$ cat config.mk
export PLATFORM = sky130hd
export DESIGN_NAME = mem_access_ctrl_flat
export DESIGN_NICKNAME = d
export VERILOG_FILES = /design/src/rtl/mem_access_ctrl_pkg.sv /design/src/rtl/mem_access_ctrl_if.sv /design/src/rtl/mem_lane_fmt.sv /design/src/rtl/mem_access_ctrl.sv /design/src/flat_wrapper.sv
export SDC_FILE = /design/constraint.sdc
export NUM_CORES = 1
export LEC_CHECK = 0
export ABC_AREA = 1
export ABC_CLOCK_PERIOD_IN_PS = 1300
export CORE_MARGIN = 1.5
export CORE_UTILIZATION = 40
export CTS_CLUSTER_SIZE = 10
export DETAILED_ROUTE_END_ITERATION = 8
export PLACE_DENSITY = 0.78
export SLEW_MARGIN = 10
export SYNTH_ARGS = -nofsm -noshare
export SYNTH_HDL_FRONTEND = slang
export SYNTH_SLANG_ARGS = --single-unit
$ cat constraint.sdc
create_clock -name clk -period 1.3 [get_ports clk]
set_input_delay 0.13 -clock clk [delete_from_list [all_inputs] [get_ports clk]]
set_output_delay 0.13 -clock clk [all_outputs]
set_load 0.01 [all_outputs]
$ cat src/rtl/mem_access_ctrl_pkg.sv
// Shared types and constants for the memory access controller.
package mem_access_ctrl_pkg;

  localparam int unsigned WordBits = 32;
  localparam int unsigned ByteBits = 8;

  typedef enum logic [1:0] {
    SZ_BYTE = 2'b00,
    SZ_HALF = 2'b01,
    SZ_WORD = 2'b10,
    SZ_ILL  = 2'b11
  } size_e;

  typedef enum logic [2:0] {
    StIdle,
    StRdIssue,
    StRdWait,
    StWrIssue,
    StResp
  } state_e;

endpackage

$ cat src/rtl/mem_access_ctrl_if.sv
// Request/response and word-RAM bundle; slave is the controller side, master the requester/RAM side.
interface mem_access_ctrl_if;
  logic        req_valid;
  logic        req_ready;
  logic        req_we;
  logic [1:0]  req_size;
  logic        req_signed;
  logic [31:0] req_addr;
  logic [31:0] req_wdata;
  logic        resp_valid;
  logic        resp_ready;
  logic [31:0] resp_rdata;
  logic        resp_err;
  logic        ram_en;
  logic        ram_we;
  logic        ram_rst;
  logic [31:0] ram_addr;
  logic [31:0] ram_di;
  logic [31:0] ram_dout;

  modport master (
    output req_valid, req_we, req_size, req_signed, req_addr, req_wdata, resp_ready, ram_dout,
    input  req_ready, resp_valid, resp_rdata, resp_err, ram_en, ram_we, ram_rst, ram_addr, ram_di
  );

  modport slave (
    input  req_valid, req_we, req_size, req_signed, req_addr, req_wdata, resp_ready, ram_dout,
    output req_ready, resp_valid, resp_rdata, resp_err, ram_en, ram_we, ram_rst, ram_addr, ram_di
  );
endinterface

$ cat src/rtl/mem_lane_fmt.sv
// Combinational store-merge and load extract/extend for byte and halfword accesses.
module mem_lane_fmt
  import mem_access_ctrl_pkg::*;
(
  input  size_e       i_size,
  input  logic        i_signed,
  input  logic [1:0]  i_lane,
  input  logic [31:0] i_wdata,
  input  logic [31:0] i_rdata,
  output logic [31:0] o_merged,
  output logic [31:0] o_load
);

  logic [ByteBits-1:0]   w_byte;
  logic [2*ByteBits-1:0] w_half;

  always_comb begin
    o_merged = i_rdata;
    o_load   = i_rdata;
    w_byte   = i_rdata[{i_lane, 3'b000} +: ByteBits];
    w_half   = i_rdata[{i_lane[1], 4'b0000} +: 2*ByteBits];
    case (i_size)
      SZ_BYTE: begin
        o_merged[{i_lane, 3'b000} +: ByteBits] = i_wdata[ByteBits-1:0];
        o_load = {{(WordBits-ByteBits){i_signed & w_byte[ByteBits-1]}}, w_byte};
      end
      SZ_HALF: begin
        o_merged[{i_lane[1], 4'b0000} +: 2*ByteBits] = i_wdata[2*ByteBits-1:0];
        o_load = {{(WordBits-2*ByteBits){i_signed & w_half[2*ByteBits-1]}}, w_half};
      end
      default: o_merged = i_wdata;
    endcase
  end

endmodule

$ cat src/rtl/mem_access_ctrl.sv
// Load/store controller in front of a word RAM with read-modify-write for sub-word stores.
// Sub-word accesses exist only when MEM_ACCESS_SUBWORD_EN is defined; otherwise byte/half are errors.
module mem_access_ctrl
  import mem_access_ctrl_pkg::*;
#(
  parameter int unsigned MEM_WORDS = 131072
) (
  input logic              clk,
  input logic              rst,
  mem_access_ctrl_if.slave bus
);

  localparam logic [33:0] MemBytes = 34'(MEM_WORDS) << 2;

  state_e      r_state;
  logic        r_we;
  logic        r_req_ready;
  logic        r_resp_valid;
  logic        r_resp_err;
  logic [31:0] r_resp_rdata;
  logic        r_ram_en;
  logic        r_ram_we;
  logic [31:0] r_ram_addr;
  logic [31:0] r_ram_di;

  logic        w_err;
  logic        w_word_store;
  logic [31:0] w_merged;
  logic [31:0] w_load;

`ifdef MEM_ACCESS_SUBWORD_EN
  size_e       r_size;
  logic        r_signed;
  logic [1:0]  r_lane;
  logic [31:0] r_wdata;

  mem_lane_fmt u_lane_fmt (
    .i_size   (r_size),
    .i_signed (r_signed),
    .i_lane   (r_lane),
    .i_wdata  (r_wdata),
    .i_rdata  (bus.ram_dout),
    .o_merged (w_merged),
    .o_load   (w_load)
  );
`else
  assign w_merged = bus.ram_dout;
  assign w_load   = bus.ram_dout;
`endif

  always_comb begin
    w_err = 1'b0;
    case (bus.req_size)
`ifdef MEM_ACCESS_SUBWORD_EN
      SZ_BYTE: w_err = 1'b0;
      SZ_HALF: w_err = bus.req_addr[0];
`endif
      SZ_WORD: w_err = |bus.req_addr[1:0];
      default: w_err = 1'b1;
    endcase
    if ({2'b00, bus.req_addr} >= MemBytes) w_err = 1'b1;
  end

  assign w_word_store = bus.req_we & (bus.req_size == SZ_WORD);

  always_ff @(posedge clk) begin
    if (rst) begin
      r_state      <= StIdle;
      r_we         <= 1'b0;
      r_req_ready  <= 1'b1;
      r_resp_valid <= 1'b0;
      r_resp_err   <= 1'b0;
      r_resp_rdata <= '0;
      r_ram_en     <= 1'b0;
      r_ram_we     <= 1'b0;
      r_ram_addr   <= '0;
      r_ram_di     <= '0;
`ifdef MEM_ACCESS_SUBWORD_EN
      r_size       <= SZ_WORD;
      r_signed     <= 1'b0;
      r_lane       <= '0;
      r_wdata      <= '0;
`endif
    end else begin
      unique case (r_state)
        StIdle: begin
          if (bus.req_valid && r_req_ready) begin
            r_we        <= bus.req_we;
            r_req_ready <= 1'b0;
            r_ram_addr  <= {bus.req_addr[31:2], 2'b00};
`ifdef MEM_ACCESS_SUBWORD_EN
            r_size      <= size_e'(bus.req_size);
            r_signed    <= bus.req_signed;
            r_lane      <= bus.req_addr[1:0];
            r_wdata     <= bus.req_wdata;
`endif
            if (w_err) begin
              r_resp_valid <= 1'b1;
              r_resp_err   <= 1'b1;
              r_resp_rdata <= '0;
              r_state      <= StResp;
            end else if (w_word_store) begin
              r_ram_en <= 1'b1;
              r_ram_we <= 1'b1;
              r_ram_di <= bus.req_wdata;
              r_state  <= StWrIssue;
            end else begin
              r_ram_en <= 1'b1;
              r_ram_we <= 1'b0;
              r_state  <= StRdIssue;
            end
          end
        end
        StRdIssue: begin
          r_ram_en <= 1'b0;
          r_state  <= StRdWait;
        end
        StRdWait: begin
          if (!r_we) begin
            r_resp_valid <= 1'b1;
            r_resp_err   <= 1'b0;
            r_resp_rdata <= w_load;
            r_state      <= StResp;
          end else begin
            // Sub-word store: write back the read word with only the addressed lanes replaced.
            r_ram_en <= 1'b1;
            r_ram_we <= 1'b1;
            r_ram_di <= w_merged;
            r_state  <= StWrIssue;
          end
        end
        StWrIssue: begin
          r_ram_en     <= 1'b0;
          r_ram_we     <= 1'b0;
          r_resp_valid <= 1'b1;
          r_resp_err   <= 1'b0;
          r_resp_rdata <= '0;
          r_state      <= StResp;
        end
        StResp: begin
          if (bus.resp_ready) begin
            r_resp_valid <= 1'b0;
            r_resp_err   <= 1'b0;
            r_resp_rdata <= '0;
            r_req_ready  <= 1'b1;
            r_state      <= StIdle;
          end
        end
        default: begin
          r_ram_en    <= 1'b0;
          r_ram_we    <= 1'b0;
          r_req_ready <= 1'b1;
          r_state     <= StIdle;
        end
      endcase
    end
  end

  assign bus.req_ready  = r_req_ready;
  assign bus.resp_valid = r_resp_valid;
  assign bus.resp_err   = r_resp_err;
  assign bus.resp_rdata = r_resp_rdata;
  assign bus.ram_en     = r_ram_en;
  assign bus.ram_we     = r_ram_we;
  assign bus.ram_rst    = 1'b0;
  assign bus.ram_addr   = r_ram_addr;
  assign bus.ram_di     = r_ram_di;

endmodule

$ cat src/flat_wrapper.sv
// flat-port wrapper written by rule: the top's interface ports become plain ports
module mem_access_ctrl_flat import mem_access_ctrl_pkg::*;
#(
  parameter int unsigned MEM_WORDS = 131072
)
  (clk, rst, bus_req_valid, bus_req_we, bus_req_size, bus_req_signed, bus_req_addr, bus_req_wdata, bus_resp_ready, bus_ram_dout, bus_req_ready, bus_resp_valid, bus_resp_rdata, bus_resp_err, bus_ram_en, bus_ram_we, bus_ram_rst, bus_ram_addr, bus_ram_di);
  mem_access_ctrl_if bus_i ();
  input logic clk;
  input logic rst;
  input wire logic [$bits(bus_i.req_valid)-1:0] bus_req_valid;
  input wire logic [$bits(bus_i.req_we)-1:0] bus_req_we;
  input wire logic [$bits(bus_i.req_size)-1:0] bus_req_size;
  input wire logic [$bits(bus_i.req_signed)-1:0] bus_req_signed;
  input wire logic [$bits(bus_i.req_addr)-1:0] bus_req_addr;
  input wire logic [$bits(bus_i.req_wdata)-1:0] bus_req_wdata;
  input wire logic [$bits(bus_i.resp_ready)-1:0] bus_resp_ready;
  input wire logic [$bits(bus_i.ram_dout)-1:0] bus_ram_dout;
  output wire logic [$bits(bus_i.req_ready)-1:0] bus_req_ready;
  output wire logic [$bits(bus_i.resp_valid)-1:0] bus_resp_valid;
  output wire logic [$bits(bus_i.resp_rdata)-1:0] bus_resp_rdata;
  output wire logic [$bits(bus_i.resp_err)-1:0] bus_resp_err;
  output wire logic [$bits(bus_i.ram_en)-1:0] bus_ram_en;
  output wire logic [$bits(bus_i.ram_we)-1:0] bus_ram_we;
  output wire logic [$bits(bus_i.ram_rst)-1:0] bus_ram_rst;
  output wire logic [$bits(bus_i.ram_addr)-1:0] bus_ram_addr;
  output wire logic [$bits(bus_i.ram_di)-1:0] bus_ram_di;
  assign bus_i.req_valid = bus_req_valid;
  assign bus_i.req_we = bus_req_we;
  assign bus_i.req_size = bus_req_size;
  assign bus_i.req_signed = bus_req_signed;
  assign bus_i.req_addr = bus_req_addr;
  assign bus_i.req_wdata = bus_req_wdata;
  assign bus_i.resp_ready = bus_resp_ready;
  assign bus_i.ram_dout = bus_ram_dout;
  assign bus_req_ready = bus_i.req_ready;
  assign bus_resp_valid = bus_i.resp_valid;
  assign bus_resp_rdata = bus_i.resp_rdata;
  assign bus_resp_err = bus_i.resp_err;
  assign bus_ram_en = bus_i.ram_en;
  assign bus_ram_we = bus_i.ram_we;
  assign bus_ram_rst = bus_i.ram_rst;
  assign bus_ram_addr = bus_i.ram_addr;
  assign bus_ram_di = bus_i.ram_di;
  mem_access_ctrl #(.MEM_WORDS(MEM_WORDS)) u_core (.clk(clk), .rst(rst), .bus(bus_i));
endmodule
After elaboration in Yosys (flattened, before gate mapping) --
Index checks and enable logic that the tools add are counted.
Word-level totals: bits in registers 103, input bits 104, output and inout bits 102, logic and storage cells 77
Cells by class: $lt $le $gt $ge 1, equality and inequality tests 12, multiplexer cells 36, bitwise gates (word level) 4, reductions and logical operators 14
Operator list (number):
- two-way mux 32 bit | 8
- one-hot mux 32 bit (4 select lines) | 1
- one-hot mux 32 bit (2 select lines) | 1
- >= comparator 32 x 20 -> 1 bit (second input constant) | 1
- two-way mux 1 bit | 15
- one-hot mux 3 bit (5 select lines) | 1
- two-way mux 3 bit | 4
- AND reduction 5 bit | 2
- one-hot mux 1 bit (3 select lines) | 3
- inequality test 2 x 1 -> 1 bit (second input constant) | 4
- one-hot mux 1 bit (4 select lines) | 2
- AND reduction 4 bit | 2
- == test 3 x 2 -> 1 bit (second input constant) | 2
- inequality test 2 bit (second input constant) | 3
- AND reduction 2 bit | 2
- nonzero test 4 bit | 1
- OR reduction 2 bit | 2
- == test 3 x 1 -> 1 bit (second input constant) | 1
- == test 3 bit (second input constant) | 1
- logical NOT 3 bit | 1
- NOT 1 bit | 3
- AND reduction 3 bit | 1
- OR reduction 3 bit | 1
- == test 2 bit (second input constant) | 1
- 4 further kinds | 4

Logic depth before layout (Yosys ltp) --
word-level depth 6, depth in mapped cells 12, depth with buffers taken out 10

Worst setup path after synthesis --
No wires, ideal clock.
kind reg-to-reg, from register u_core.r_req_ready, in the netlist u_core.bus.req_ready, to register u_core.r_resp_rdata[0], in the netlist u_core.bus.resp_rdata[0], library setup time 0.114 ns, data arrival time 1.247 ns, required time 1.186 ns, slack -0.060 ns, stages on the path, launching flop included 9, path buffers 1, period minus slack after synthesis 1.360 ns, cells stage by stage dfxtp_1 nand2_1 nand3_2 nand2_1 nor2_4 nand3_4 buf_2 a21oi_1 nor2_1
Between the ends: longest elaborated chain between the ends 3
RTL lines:
- from (decl) | RTL line mem_access_ctrl.sv:17 | logic r_req_ready;
- from (signal assigned) | RTL line mem_access_ctrl.sv:70 | r_req_ready <= 1'b1;
- from (signal assigned) | RTL line mem_access_ctrl.sv:89 | r_req_ready <= 1'b0;
- from (signal assigned) | RTL line mem_access_ctrl.sv:145 | r_req_ready <= 1'b1;
- logical AND 1 bit | RTL line mem_access_ctrl.sv:87 | if (bus.req_valid && r_req_ready) begin
- inequality test 2 x 1 -> 1 bit (no source line)
- AND reduction 5 bit (no source line)
- to (signal assigned) | RTL line mem_access_ctrl.sv:122 | r_resp_rdata <= w_load;
- to (decl) | RTL line mem_access_ctrl.sv:20 | logic [31:0] r_resp_rdata;
No other way between the ends. A chain may end at the register's enable or synchronous reset.

Final worst setup path --
from register u_core.r_state[2], to register u_core.r_resp_rdata[5], in the netlist u_core.bus.resp_rdata[5]
Between the ends: longest elaborated chain between the ends 3, elaborated cells on any way between the ends 11, those cells by class 7 x eq/ne; 1 x mux; 3 x reduce/logical
RTL lines:
- from (decl) | RTL line mem_access_ctrl.sv:15 | state_e r_state;
- from (signal assigned) | RTL line mem_access_ctrl.sv:68 | r_state <= StIdle;
- from (signal assigned) | RTL line mem_access_ctrl.sv:101 | r_state <= StResp;
- from (signal assigned) | RTL line mem_access_ctrl.sv:106 | r_state <= StWrIssue;
- == test 3 x 2 -> 1 bit (tied with other cells) | RTL line mem_access_ctrl.sv:85 | unique case (r_state)
- inequality test 2 bit (no source line) (tied with other cells)
- AND reduction 5 bit (no source line)
Parallel ways exist; a longest one is shown, timed or not.

==> results.txt <==
----------------------------------------------------
[Clock network]
  Clk_lat worst skew ... 0.36 ns
  CTS Sinks ... ~100
  Number of clock buffers inserted by TritonCTS ... 9
  CTS tree ... done
  Maximum number of buffers from clock root to sink ... 2
  Clock-pin slew reported for the worst setup and hold paths after clock tree synthesis ... 0.07 ns
  H-tree depth reported by CTS ... 3
  CTS Root Buffer Type ... clkbuf_16

[STA]
  Slew Viols, Final ... 0
  Final setup TNS ... -13.93 ns
  Unrepaired setup endpoints after global routing ... yes
  Hold violation total from the final report ... 0
  Final setup violation count ... 72
  Crit share post-route ... 121%
  Highest Clock Rate ... about 0.64 GHz
  Worst Skew ... 0.00648 ns
  Final worst-path setup slack ... -0.273 ns
  Shortest clock period the worst path allows after layout ... ~1.6 ns

[Logic synthesis]
  Synth cell types ... 27
  Count of state elements after synthesis ... 103
  Yosys warnings ... 0
  Gate count after technology mapping ... 813
  Area of the mapped netlist ... 5160 sq um
  Fraction of the yosys area taken by sequential cells ... 40.0%
  Avg Synthesized Cell Area ... 6.34 sq um

[Routing]
  Average routed wire per standard cell ... between 10 and 15 um
  Vias/cell ... approximately 4.7
  Final routed wirelength across all metal layers ... 17400 um
  # DRC ... 0
  DRT Pass-1 Iters ... 5
  Initial DRC Count ... between 400 and 500
  Routed Antenna Nets ... 0
  DR vias ... slightly below 6000

[Setup path]
  Critical Setup Path Class ... register to register
  Cell type with the highest occurrence count on the critical path ... buf_12
  Number of buffers and inverters on the critical path ... 5
  Worst path top cell family by delay ... buffers and inverters
  Crit-path slowest cell ... dfxtp_4
  Max FO, Critical Path ... 8
  Endpoint type of the worst setup path ... register
  Data arrival, critical path ... 1.82 ns
  List of cells traversed by the critical path ... inv_4, nand2_4, nor2_4, buf_12, buf_6, nand2_4, nand3_4, buf_12, buf_12, a21oi_2, nor2_1
  Worst-case reg-to-reg path depth ... 11
  Slowest cell delay on critical path ... 0.40 ns
  End of the worst register-to-register path ... u_core.bus.resp_rdata[5]
  Data required, critical path ... 1.55 ns
  Setup slack, reg-to-reg ... -0.27 ns
  Element type at the critical path start ... register
  R2R Path Start ... u_core.r_state[2]

[Global routing]
  Total global-route track usage ... 24.5%
  Vias in the first global route ... 5387
  Global-route wire length before repair ... 25700 um
  Overflow after GRT ... 0
  Number of antenna violations at the first check in global routing ... 0
  Pin count of the biggest net entering global routing ... 33

[Floorplanning]
  Effective utilization at floorplan ... between 40 and 50%
  Floorplan die width ... 117 um
  Die outline area ... approximately 14000 sq um
  Die height ... 117 um
  Total number of placement rows ... slightly above 40
  Number of placed I/O pins ... 206
  Area of the placeable core ... 12600 sq um

[Worst hold path]
  Worst hold-check path type ... primary input to register
  End of the worst hold path ... u_core.bus.ram_addr[14]
  Hold Crit Start ... bus_req_addr[14]
  Hold Path Cell Cnt ... 3

[Final layout]
  Leading cell type in the layout, fill and taps excluded ... nand2_1
  Number of antenna repair diodes ... 0
  Layout cells sized above 1 ... 17.7%
  # fillers ... 1139
  Commonest cells after routing, fill and taps aside ... nand2_1 (220), inv_1 (139), clkdlybuf4s50_1 (102)
  Number of nets in the finished design ... 1147
  Relative area change from synthesis to final layout ... 63.9%
  Area used by sequential logic in the layout ... 2070 sq um
  Multi-input combinational cell area ... 2540 sq um

[Placed design]
  Number of I/O port buffers ... 201
  Post-DP HPWL ... 12300 um
  Gp weighted congestion ... 0.872

[Power]
  Worst VDD drop ... 0.873 mV
  Ratio of total power to cell area ... 1760 nW/um^2
  Power, Total ... between 10 and 15 mW
  Leakage ... 4.29 nW

[Run status]
  Status ... finished with violations
  Failing checks ... negative setup slack

[Flow run]
  Max-cap violations ... 0

----------------------------------------------------
state kept, by name (all words and copies together) (netlist names):
| signal | count |
|---|---|
| u_core.bus.ram_di | 32 |
| u_core.bus.resp_rdata | 32 |
| u_core.bus.ram_addr | 30 |
| u_core.r_state | 3 |
| u_core.bus.ram_en | 1 |
| u_core.bus.ram_we | 1 |
| u_core.bus.req_ready | 1 |
| u_core.bus.resp_err | 1 |
| u_core.bus.resp_valid | 1 |
| u_core.r_we | 1 |
layer usage:
| layer | up-vias | track usage [%] | wire length [um] |
|---|---|---|---|
| li1 | 2925 | - | - |
| met1 | 2567 | 28.1 | 6980 |
| met2 | 247 | 42.6 | 8450 |
| met3 | 31 | 7.27 | 1560 |
| met4 | 0 | 10.3 | 430 |
| met5 | - | 0 | 0 |
worst max-delay path by stage:
stage / start / depth (start not counted) / to / slack (ns)
global route: u_core.r_state[2] / 9 / u_core.bus.resp_rdata[28] / -0.33
global placement: bus_req_addr[19] / 11 / u_core.bus.ram_di[22] / -0.47
CTS: u_core.r_state[2] / 11 / u_core.bus.resp_rdata[26] / -0.21
detailed placement: bus_req_addr[19] / 11 / u_core.bus.ram_di[29] / -0.55
finish: u_core.r_state[2] / 11 / u_core.bus.resp_rdata[5] / -0.27
floorplan: u_core.r_state[0] / 10 / u_core.bus.ram_di[10] / -0.02
area by class of cell:
type,instances,share of cell area (%)
repair buffers,269,32.3
multi-input cells,509,30.1
flip-flops and latches,103,24.5
inverters,151,6.86
clock buffers,10,2.83
well taps,172,2.55
clock inverters,6,0.829
metrics by stage:
step           instances  setup WS (ns)  hold WS (ns)  utilization (%)  instance area, sq um
6_report            1220         -0.273         0.344             67.0                  8450
3_5_place_dp        1189         -0.552         0.451             61.0                  7700
5_1_grt             1220         -0.331         0.354             67.0                  8450
3_3_place_gp        1189         -0.471         0.447             61.0                  7700
2_1_floorplan        815        -0.0247         0.257                -                  5250
4_1_cts             1207         -0.213         0.339             63.1                  7970
power by group:
group	internal (mW)	switching, mW
registers	3.89	0.373
logic	3.76	4.06
clock network	1.55	1.27
repair_timing:
action	CTS	global route
hold buffers	0	0
setup endpoints to repair	169	97
gates resized for setup	113	99
setup buffers	1	10
gates cloned	1	5
pin swaps	4	10
worst register-to-register path, stage by stage (launching register included):
cell and delay (ns):
dfxtp_4 0.40, inv_4 0.05, nand2_4 0.07, nor2_4 0.04, buf_12 0.14, buf_6 0.12, nand2_4 0.07, nand3_4 0.09
buf_12 0.16, buf_12 0.14, a21oi_2 0.13, nor2_1 0.06
logic make-up after synthesis:
| kind of cell | share of synthesized area (%) |
|---|---|
| compound gates | 6.11 |
| simple gates | 37.5 |
| flops | 40.0 |
| buf+inv | 16.3 |
| other cells | 0.0727 |
synthesized netlist by cell type, drive strengths merged:
cell type,n,share of area (%)
buf,34,4.0
clkbuf,18,1.3
o21ai,1,0.097
nor3,3,0.29
nand3b,2,0.29
nor2,84,6.8
a21oi,59,5.7
dfxtp,103,40
nand4,48,5.8
conb,1,0.073
nand3,40,4.6
a211oi,1,0.15
clkinv,1,0.073
o211ai,1,0.15
nand2,267,20
inv,150,11
(Power assumes the default switching activity.)
